### src/rtl/i2c_txn_arbiter.sv
// Round-robin sequencer sharing one I2C master byte engine among N_REQ requesters.
// Each granted request is issued as a start/done handshake, guarded by a watchdog.
module i2c_txn_arbiter #(
    parameter int N_REQ   = 4,
    parameter int ADDR_W  = 7,
    parameter int DATA_W  = 8,
    parameter int TIMEOUT = 1024
) (
    input  logic                    clk,
    input  logic                    nrst,
    input  logic [N_REQ-1:0]        req_valid,
    input  logic [N_REQ*ADDR_W-1:0] req_addr,
    input  logic [N_REQ-1:0]        req_rw,
    input  logic [N_REQ*DATA_W-1:0] req_wdata,
    output logic [N_REQ-1:0]        req_ready,
    output logic [N_REQ-1:0]        rsp_valid,
    output logic [DATA_W-1:0]       rsp_rdata,
    output logic                    rsp_nack,
    output logic                    rsp_timeout,
    output logic                    m_start,
    output logic [ADDR_W-1:0]       m_address,
    output logic                    m_rw,
    output logic [DATA_W-1:0]       m_wdata,
    output logic                    m_abort,
    input  logic                    m_done,
    input  logic [DATA_W-1:0]       m_rdata,
    input  logic                    m_nack,
    output logic                    busy
);

    localparam int IDX_W = (N_REQ > 1) ? $clog2(N_REQ) : 1;
    localparam int CNT_W = $clog2(TIMEOUT + 1);
    localparam logic [IDX_W-1:0] LAST_INIT = IDX_W'(N_REQ - 1);
    localparam logic [CNT_W-1:0] WDOG_LAST = CNT_W'(TIMEOUT - 1);

    typedef enum logic [1:0] {
        ST_IDLE,
        ST_ISSUE,
        ST_WAIT,
        ST_RESP
    } state_t;

    state_t             state_reg;
    logic [IDX_W-1:0]   last_reg;
    logic [N_REQ-1:0]   gnt_mask_reg;
    logic [CNT_W-1:0]   wdog_reg;
    logic [N_REQ-1:0]   req_ready_reg;
    logic [N_REQ-1:0]   rsp_valid_reg;
    logic [DATA_W-1:0]  rsp_rdata_reg;
    logic               rsp_nack_reg;
    logic               rsp_timeout_reg;
    logic               m_start_reg;
    logic [ADDR_W-1:0]  m_address_reg;
    logic               m_rw_reg;
    logic [DATA_W-1:0]  m_wdata_reg;
    logic               m_abort_reg;
    logic               busy_reg;

    logic [ADDR_W-1:0]  addr_arr  [N_REQ];
    logic [DATA_W-1:0]  wdata_arr [N_REQ];

    generate
        for (genvar gi = 0; gi < N_REQ; gi++) begin : g_unpack
            assign addr_arr[gi]  = req_addr[gi*ADDR_W +: ADDR_W];
            assign wdata_arr[gi] = req_wdata[gi*DATA_W +: DATA_W];
        end
    endgenerate

    // Search starts just past the last winner, so the previous grantee is considered last.
    logic [IDX_W-1:0] cand;
    logic [IDX_W-1:0] grant_idx;
    logic             grant_found;
    logic [N_REQ-1:0] grant_mask;

    always_comb begin
        cand        = '0;
        grant_idx   = '0;
        grant_found = 1'b0;
        grant_mask  = '0;
        for (int k = 1; k <= N_REQ; k++) begin
            cand = IDX_W'((int'(last_reg) + k) % N_REQ);
            if (!grant_found && req_valid[cand]) begin
                grant_found = 1'b1;
                grant_idx   = cand;
            end
        end
        grant_mask[grant_idx] = grant_found;
    end

    always_ff @(posedge clk or negedge nrst) begin
        if (!nrst) begin
            state_reg       <= ST_IDLE;
            last_reg        <= LAST_INIT;
            gnt_mask_reg    <= '0;
            wdog_reg        <= '0;
            req_ready_reg   <= '0;
            rsp_valid_reg   <= '0;
            rsp_rdata_reg   <= '0;
            rsp_nack_reg    <= 1'b0;
            rsp_timeout_reg <= 1'b0;
            m_start_reg     <= 1'b0;
            m_address_reg   <= '0;
            m_rw_reg        <= 1'b0;
            m_wdata_reg     <= '0;
            m_abort_reg     <= 1'b0;
            busy_reg        <= 1'b0;
        end else begin
            req_ready_reg <= '0;
            rsp_valid_reg <= '0;
            m_start_reg   <= 1'b0;
            m_abort_reg   <= 1'b0;
            case (state_reg)
                ST_IDLE: begin
                    if (grant_found) begin
                        last_reg      <= grant_idx;
                        gnt_mask_reg  <= grant_mask;
                        m_address_reg <= addr_arr[grant_idx];
                        m_rw_reg      <= req_rw[grant_idx];
                        m_wdata_reg   <= wdata_arr[grant_idx];
                        req_ready_reg <= grant_mask;
                        m_start_reg   <= 1'b1;
                        busy_reg      <= 1'b1;
                        state_reg     <= ST_ISSUE;
                    end
                end
                ST_ISSUE: begin
                    wdog_reg  <= '0;
                    state_reg <= ST_WAIT;
                end
                ST_WAIT: begin
                    wdog_reg <= wdog_reg + 1'b1;
                    // A completion in the expiry cycle still counts as a normal finish.
                    if (m_done) begin
                        rsp_rdata_reg   <= m_rw_reg ? m_rdata : '0;
                        rsp_nack_reg    <= m_nack;
                        rsp_timeout_reg <= 1'b0;
                        rsp_valid_reg   <= gnt_mask_reg;
                        state_reg       <= ST_RESP;
                    end else if (wdog_reg == WDOG_LAST) begin
                        m_abort_reg     <= 1'b1;
                        rsp_rdata_reg   <= '0;
                        rsp_nack_reg    <= 1'b0;
                        rsp_timeout_reg <= 1'b1;
                        rsp_valid_reg   <= gnt_mask_reg;
                        state_reg       <= ST_RESP;
                    end
                end
                ST_RESP: begin
                    rsp_rdata_reg   <= '0;
                    rsp_nack_reg    <= 1'b0;
                    rsp_timeout_reg <= 1'b0;
                    busy_reg        <= 1'b0;
                    state_reg       <= ST_IDLE;
                end
                default: begin
                    state_reg <= ST_IDLE;
                end
            endcase
        end
    end

    assign req_ready   = req_ready_reg;
    assign rsp_valid   = rsp_valid_reg;
    assign rsp_rdata   = rsp_rdata_reg;
    assign rsp_nack    = rsp_nack_reg;
    assign rsp_timeout = rsp_timeout_reg;
    assign m_start     = m_start_reg;
    assign m_address   = m_address_reg;
    assign m_rw        = m_rw_reg;
    assign m_wdata     = m_wdata_reg;
    assign m_abort     = m_abort_reg;
    assign busy        = busy_reg;

endmodule
### config.mk
export PLATFORM = sky130hd
export DESIGN_NAME = i2c_txn_arbiter
export DESIGN_NICKNAME = d
export VERILOG_FILES = /design/src/rtl/i2c_txn_arbiter.sv
export SDC_FILE = /design/constraint.sdc
export NUM_CORES = 1
export LEC_CHECK = 0
export CORE_ASPECT_RATIO = 1.2
export CORE_MARGIN = 2
export CORE_UTILIZATION = 30
export DETAILED_ROUTE_END_ITERATION = 12
export PLACE_DENSITY = 0.64
export SLEW_MARGIN = 20
export SYNTH_ARGS = -nofsm -noshare
export SYNTH_HDL_FRONTEND = slang
export SYNTH_SLANG_ARGS = --single-unit
### constraint.sdc
create_clock -name clk -period 4.7 [get_ports clk]
set_input_delay 0.94 -clock clk [delete_from_list [all_inputs] [get_ports clk]]
set_output_delay 0.94 -clock clk [all_outputs]
set_load 0.02 [all_outputs]
Word level (Yosys, flattened, before mapping)
Index checks and enable logic that the tools add are counted.
Storage, ports and cells
  bits of input ports: 80
  flip-flop bits (word level): 56
  output and inout bits: 37
  word-level logic and storage cells: 103
Operators by class
  equal/unequal tests: 6
  mux-type cells: 53
  add/sub/neg operators: 5
  bitwise operators: 2
  magnitude comparators: 7
  reductions and logical operators: 15
Operator list (count)
  8-bit 2-to-1 mux: 5
  11-bit one-hot mux with 2 select lines: 1
  1-bit 2-to-1 mux: 20
  4-bit 2-to-1 mux: 5
  8-bit binary-select mux with 2-bit select: 1
  8-bit one-hot mux with 2 select lines: 1
  2-bit by 3-bit less-than comparator with 1-bit output (second input constant): 5
  7-bit binary-select mux with 2-bit select: 1
  2-bit 2-to-1 mux: 7
  7-bit 2-to-1 mux: 2
  11-bit by 1-bit adder with 11-bit output (second input constant): 1
  11-bit by 10-bit equality test with 1-bit output (second input constant): 1
  1-bit binary-select mux with 2-bit select: 5
  2-bit one-hot mux with 4 select lines: 1
  2-bit AND reduction: 4
  1-bit one-hot mux with 2 select lines: 3
  2-bit nonzero test: 3
  2-bit by 1-bit adder with 2-bit output (second input constant): 2
  2-bit adder (second input constant): 2
  4-bit bitwise AND: 1
  2-bit equality test (second input constant): 2
  1-bit logical AND: 4
  3-bit greater-or-equal comparator (second input constant): 1
  1-bit logical NOT: 3
  other kinds (7): 7

Logic depth before layout (Yosys ltp)
  depth after elaboration: 20
  depth in mapped cells: 7
  mapped depth without buffers: 6

Worst setup path after synthesis
No wires, ideal clock.
  path kind: input -> register
  start: input req_valid[3]
  end: register state_reg[1]
  data required time: 4575 ps
  slack: 2446 ps
  path buffers: 1
  stages: 5
  library setup time: 125 ps
  arrival time: 2129 ps
  cell sequence: buf_6 or3_4 nor3b_4 o21ba_4 mux2_4
On the way
  cells in the longest elaborated chain, start to end: 14
  elaborated cells on any way between the ends: 20
  classes of those cells: eq/ne (1); mux (12); reduce/logical (7)
RTL lines
  start, declared: line 11  | input logic [N_REQ-1:0] req_valid,
  1-bit binary-select mux with 2-bit select: line 82  | if (!grant_found && req_valid[cand]) begin
  1-bit 2-to-1 mux (implied by the code): line 82
  1-bit 2-to-1 mux: line 82
  1-bit logical NOT: line 82
  1-bit logical AND: line 82
  1-bit 2-to-1 mux: line 82
  1-bit logical NOT: line 82
  1-bit logical AND: line 82
  1-bit 2-to-1 mux: line 82
  1-bit logical NOT: line 82
  1-bit logical AND: line 82
  1-bit 2-to-1 mux *: line 82
  2-bit inequality test (no source line) *
  2-bit AND reduction (no source line) *
  end signal, assigned: line 92  | state_reg <= ST_IDLE;
  end signal, assigned: line 123  | state_reg <= ST_ISSUE;
  end signal, assigned: line 128  | state_reg <= ST_WAIT;
  end, declared: line 43  | state_t state_reg;
Mark *: on every way between the ends. The rest lies on a longest branch, timed or not. The select of a mux whose other input is x is not followed.
A chain may end at the register's enable or synchronous reset.

Final worst setup path
  start: input req_valid[3]
  end: register gnt_mask_reg[0]
On the way
  cells in the longest elaborated chain, start to end: 17
  elaborated cells on any way between the ends: 29
  classes of those cells: order compare (2); mux (18); bitwise (1); reduce/logical (8)
RTL lines
  1-bit binary-select mux with 2-bit select: line 82
  1-bit 2-to-1 mux (implied by the code): line 82
  1-bit 2-to-1 mux: line 82
  1-bit logical NOT: line 82
  1-bit logical AND: line 82
  1-bit 2-to-1 mux: line 82
  1-bit logical NOT: line 82
  1-bit logical AND: line 82
  1-bit 2-to-1 mux: line 82
  1-bit logical NOT: line 82
  1-bit logical AND: line 82
  2-bit 2-to-1 mux: line 82
  2-bit by 3-bit less-than comparator with 1-bit output (implied by the code) / 2-bit by 1-bit greater-or-equal comparator with 1-bit output (equally long branches): line 87  | grant_mask[grant_idx] = grant_found;
  1-bit logical AND (implied by the code): line 87
  1-bit 2-to-1 mux (implied by the code): line 87
  1-bit demux with 2-bit select: line 87
  4-bit bitwise AND (no source line)
  end signal, assigned: line 116  | gnt_mask_reg <= grant_mask;
  end, declared: line 45  | logic [N_REQ-1:0] gnt_mask_reg;
Several ways; a longest one is shown, not always the timed one. The select of a mux whose other input is x is not followed.

==> results.cfg <==
[synthesis]
synth_area_leader_cell = dfrtp_1
synth_cells = 292
syn_area_mm2 = 0.00292
ys_warn_count = 0
synth_area_leaders = dfrtp_1 (46%), a41oi_1 (4.8%), a22oi_1 (4.1%)
async_flop_share = 1.00
netlist.area_leader.share = 0.463
ys_types = 49
seq_area_frac_synth = 0.481
synth_edf_count = 0
ys_ff_latch = 56
avgSynthCellArea_um2 = 10.0
synth_commonest_cells = dfrtp_1 (54), nor2_1 (27), nand2_1 (24), a31oi_1 (17)
synth_flop_cell = dfrtp_1
yosysMostFrequentCell = dfrtp_1
synth_nets = 377

[clocking]
holdBufCountCts = 0
post_cts_buffers = 0
cts_made_buffers = 5
clock_latency_ps = 290
htree_levels = 2
cts.clk_slew.worst_paths_ps = 70
clkSinkCount = 56
clockBufferDepth = 2
cts-root-buf = clkbuf_16
cts-resized-gates = 0
cts_tree = done

[route]
first_pass_iters = 4
wl_mm = 8.06
ant_nets = 0
vias = 2645
dr.first_iter.drc_count = 117
routedWlPerCell_um = 15.4
drc_errors = 0
via_per_inst = 5.07

[power]
powerDensity_mw_per_mm2 = 544
power.leakage_nw = 1.74
ir_worst_vdd_v = 0.000245

[global_routing]
grt_pass1_wl_mm = 13.1
antenna_found_initial = 0
grt_usage = 0.158
grt_start_max_net_pins = 57
overflow = 0
grt_pass1_vias = 2574

[outcome]
status = finished, final reports clean

[worst_hold_path]
hold_class = flip-flop to flip-flop
hold_path_end = gnt_mask_reg[1]
hold_depth = 1
hold_start = gnt_mask_reg[1]

[setup_path]
worst-setup-path-type = primary input to flip-flop
timing.rr.end = m_wdata[7]
r2r_start = last_reg[0]
worstRegToRegCells = 4
cp-end-kind = flip-flop
r2r_setup_slack_ps = 2570
start_kind = primary input
crit_arrival_ps = 3170
required_ps = 4880
cp_max_fo = 24

[floorplan]
coreArea_mm2 = 0.00952
dieArea_mm2 = 0.0105
initial_core_util = 0.307
die_h_um = 112
io_pins = 117
die_x_um = 94.0
rows = 39

[timing]
rsz0062_at_grt = no
maxSlewViolCount = 0
clock.fmax_mhz = 335
period_share = 0.634
setup_viol = 0
final.min_clock_period_ps = 2980
relSlewSlack = 0.295
setup_tns_ps = 0
finalHoldViolations = 0
tightestPinTransition_ps = 1050
skew_ps = 6.18

[placement]
gp_congestion = 0.794
dp_hpwl_mm = 6.10
place_area_mm2 = 0.00415
portBuffers = 116

[finish]
areaGrowthSynthToFinish_pct = 47.0
largest_reg_flops = 11
drive_gt1_frac = 0.0501
n_antenna_cell = 0
final_cell_area_mm2 = 0.00429
nNetsFinal = 483

[run]
drv_cap = 0
[critical path: stages]
cell,delay (ps)
clkdlybuf4s50_1,550
or3_4,470
o21ai_4,510
inv_2,300
and2_1,230
a21o_1,150
[final cells by class]
class | instances | area (um2)
Fill cell | 924 | 5220
Sequential cell | 56 | 1400
Multi-Input combinational cell | 200 | 1350
Timing Repair Buffer | 118 | 1170
Tap cell | 123 | 154
Clock buffer | 8 | 146
Inverter | 17 | 63.8
[placed cells by master, fill, tap and decap left out, types with 5 or more instances in the layout]
cell type,synthesis,layout
o22ai_1,6,6
inv_1,16,16
a41oi_1,16,16
o21ai_0,9,9
clkdlybuf4s50_1,0,115
a22o_1,8,8
a22oi_1,16,16
a31oi_1,17,17
nor3b_1,5,5
a21o_1,6,6
nor2b_1,8,8
dfrtp_1,54,54
nand3_1,5,5
clkbuf_16,0,5
nor2_1,27,27
nand2_1,24,24
mux2i_1,5,5
ha_1,5,5
[how the worst max path moves through the flow]
stage | from | to | slack (ps) | depth (start not counted)
floorplan | req_valid[3] | state_reg[1] | 2450 | 5
finish | req_valid[3] | gnt_mask_reg[0] | 1720 | 6
detailed placement | req_valid[3] | gnt_mask_reg[0] | 1400 | 6
global placement | req_valid[3] | gnt_mask_reg[0] | 1480 | 6
CTS | req_valid[3] | gnt_mask_reg[0] | 1700 | 6
global route | req_valid[3] | gnt_mask_reg[0] | 1540 | 6
[cell families after synthesis]
| group | count (synthesis) | share of synthesized area |
|---|---|---|
| compound gates | 94 | 0.243 |
| xor+xnor | 3 | 0.00900 |
| fa+ha+maj | 5 | 0.0214 |
| buf+inv | 36 | 0.0557 |
| flops | 56 | 0.481 |
| mux | 6 | 0.0223 |
| simple gates | 92 | 0.167 |
[power by group]
part / leakage [nW] / total, mW / internal [mW] / switching [mW]
logic: 0.951 / 1.20 / 0.550 / 0.646
clock network: 0.0712 / 0.373 / 0.213 / 0.160
registers: 0.713 / 0.767 / 0.653 / 0.114
total: 1.74 / 2.34 / 1.42 / 0.920
[metrics by stage]
stage / instances / util / setup slack [ps] / hold WS [ps] / total power, mW
global placement: 514 / 0.436 / 1480 / 460 / 1.96
global route: 522 / 0.451 / 1540 / 504 / 2.51
CTS: 522 / 0.451 / 1700 / 481 / 2.36
finish: 522 / 0.451 / 1720 / 476 / 2.34
detailed placement: 514 / 0.436 / 1400 / 466 / 1.98
floorplan: 292 / - / 2450 / 449 / 1.51
[per-layer routing]
layer / wire [um] / track usage
met5: 0 / 0
met4: 218 / 0.0657
met3: 438 / 0.0309
met2: 4150 / 0.263
met1: 3250 / 0.200
Power figures use the tool's default switching activity.
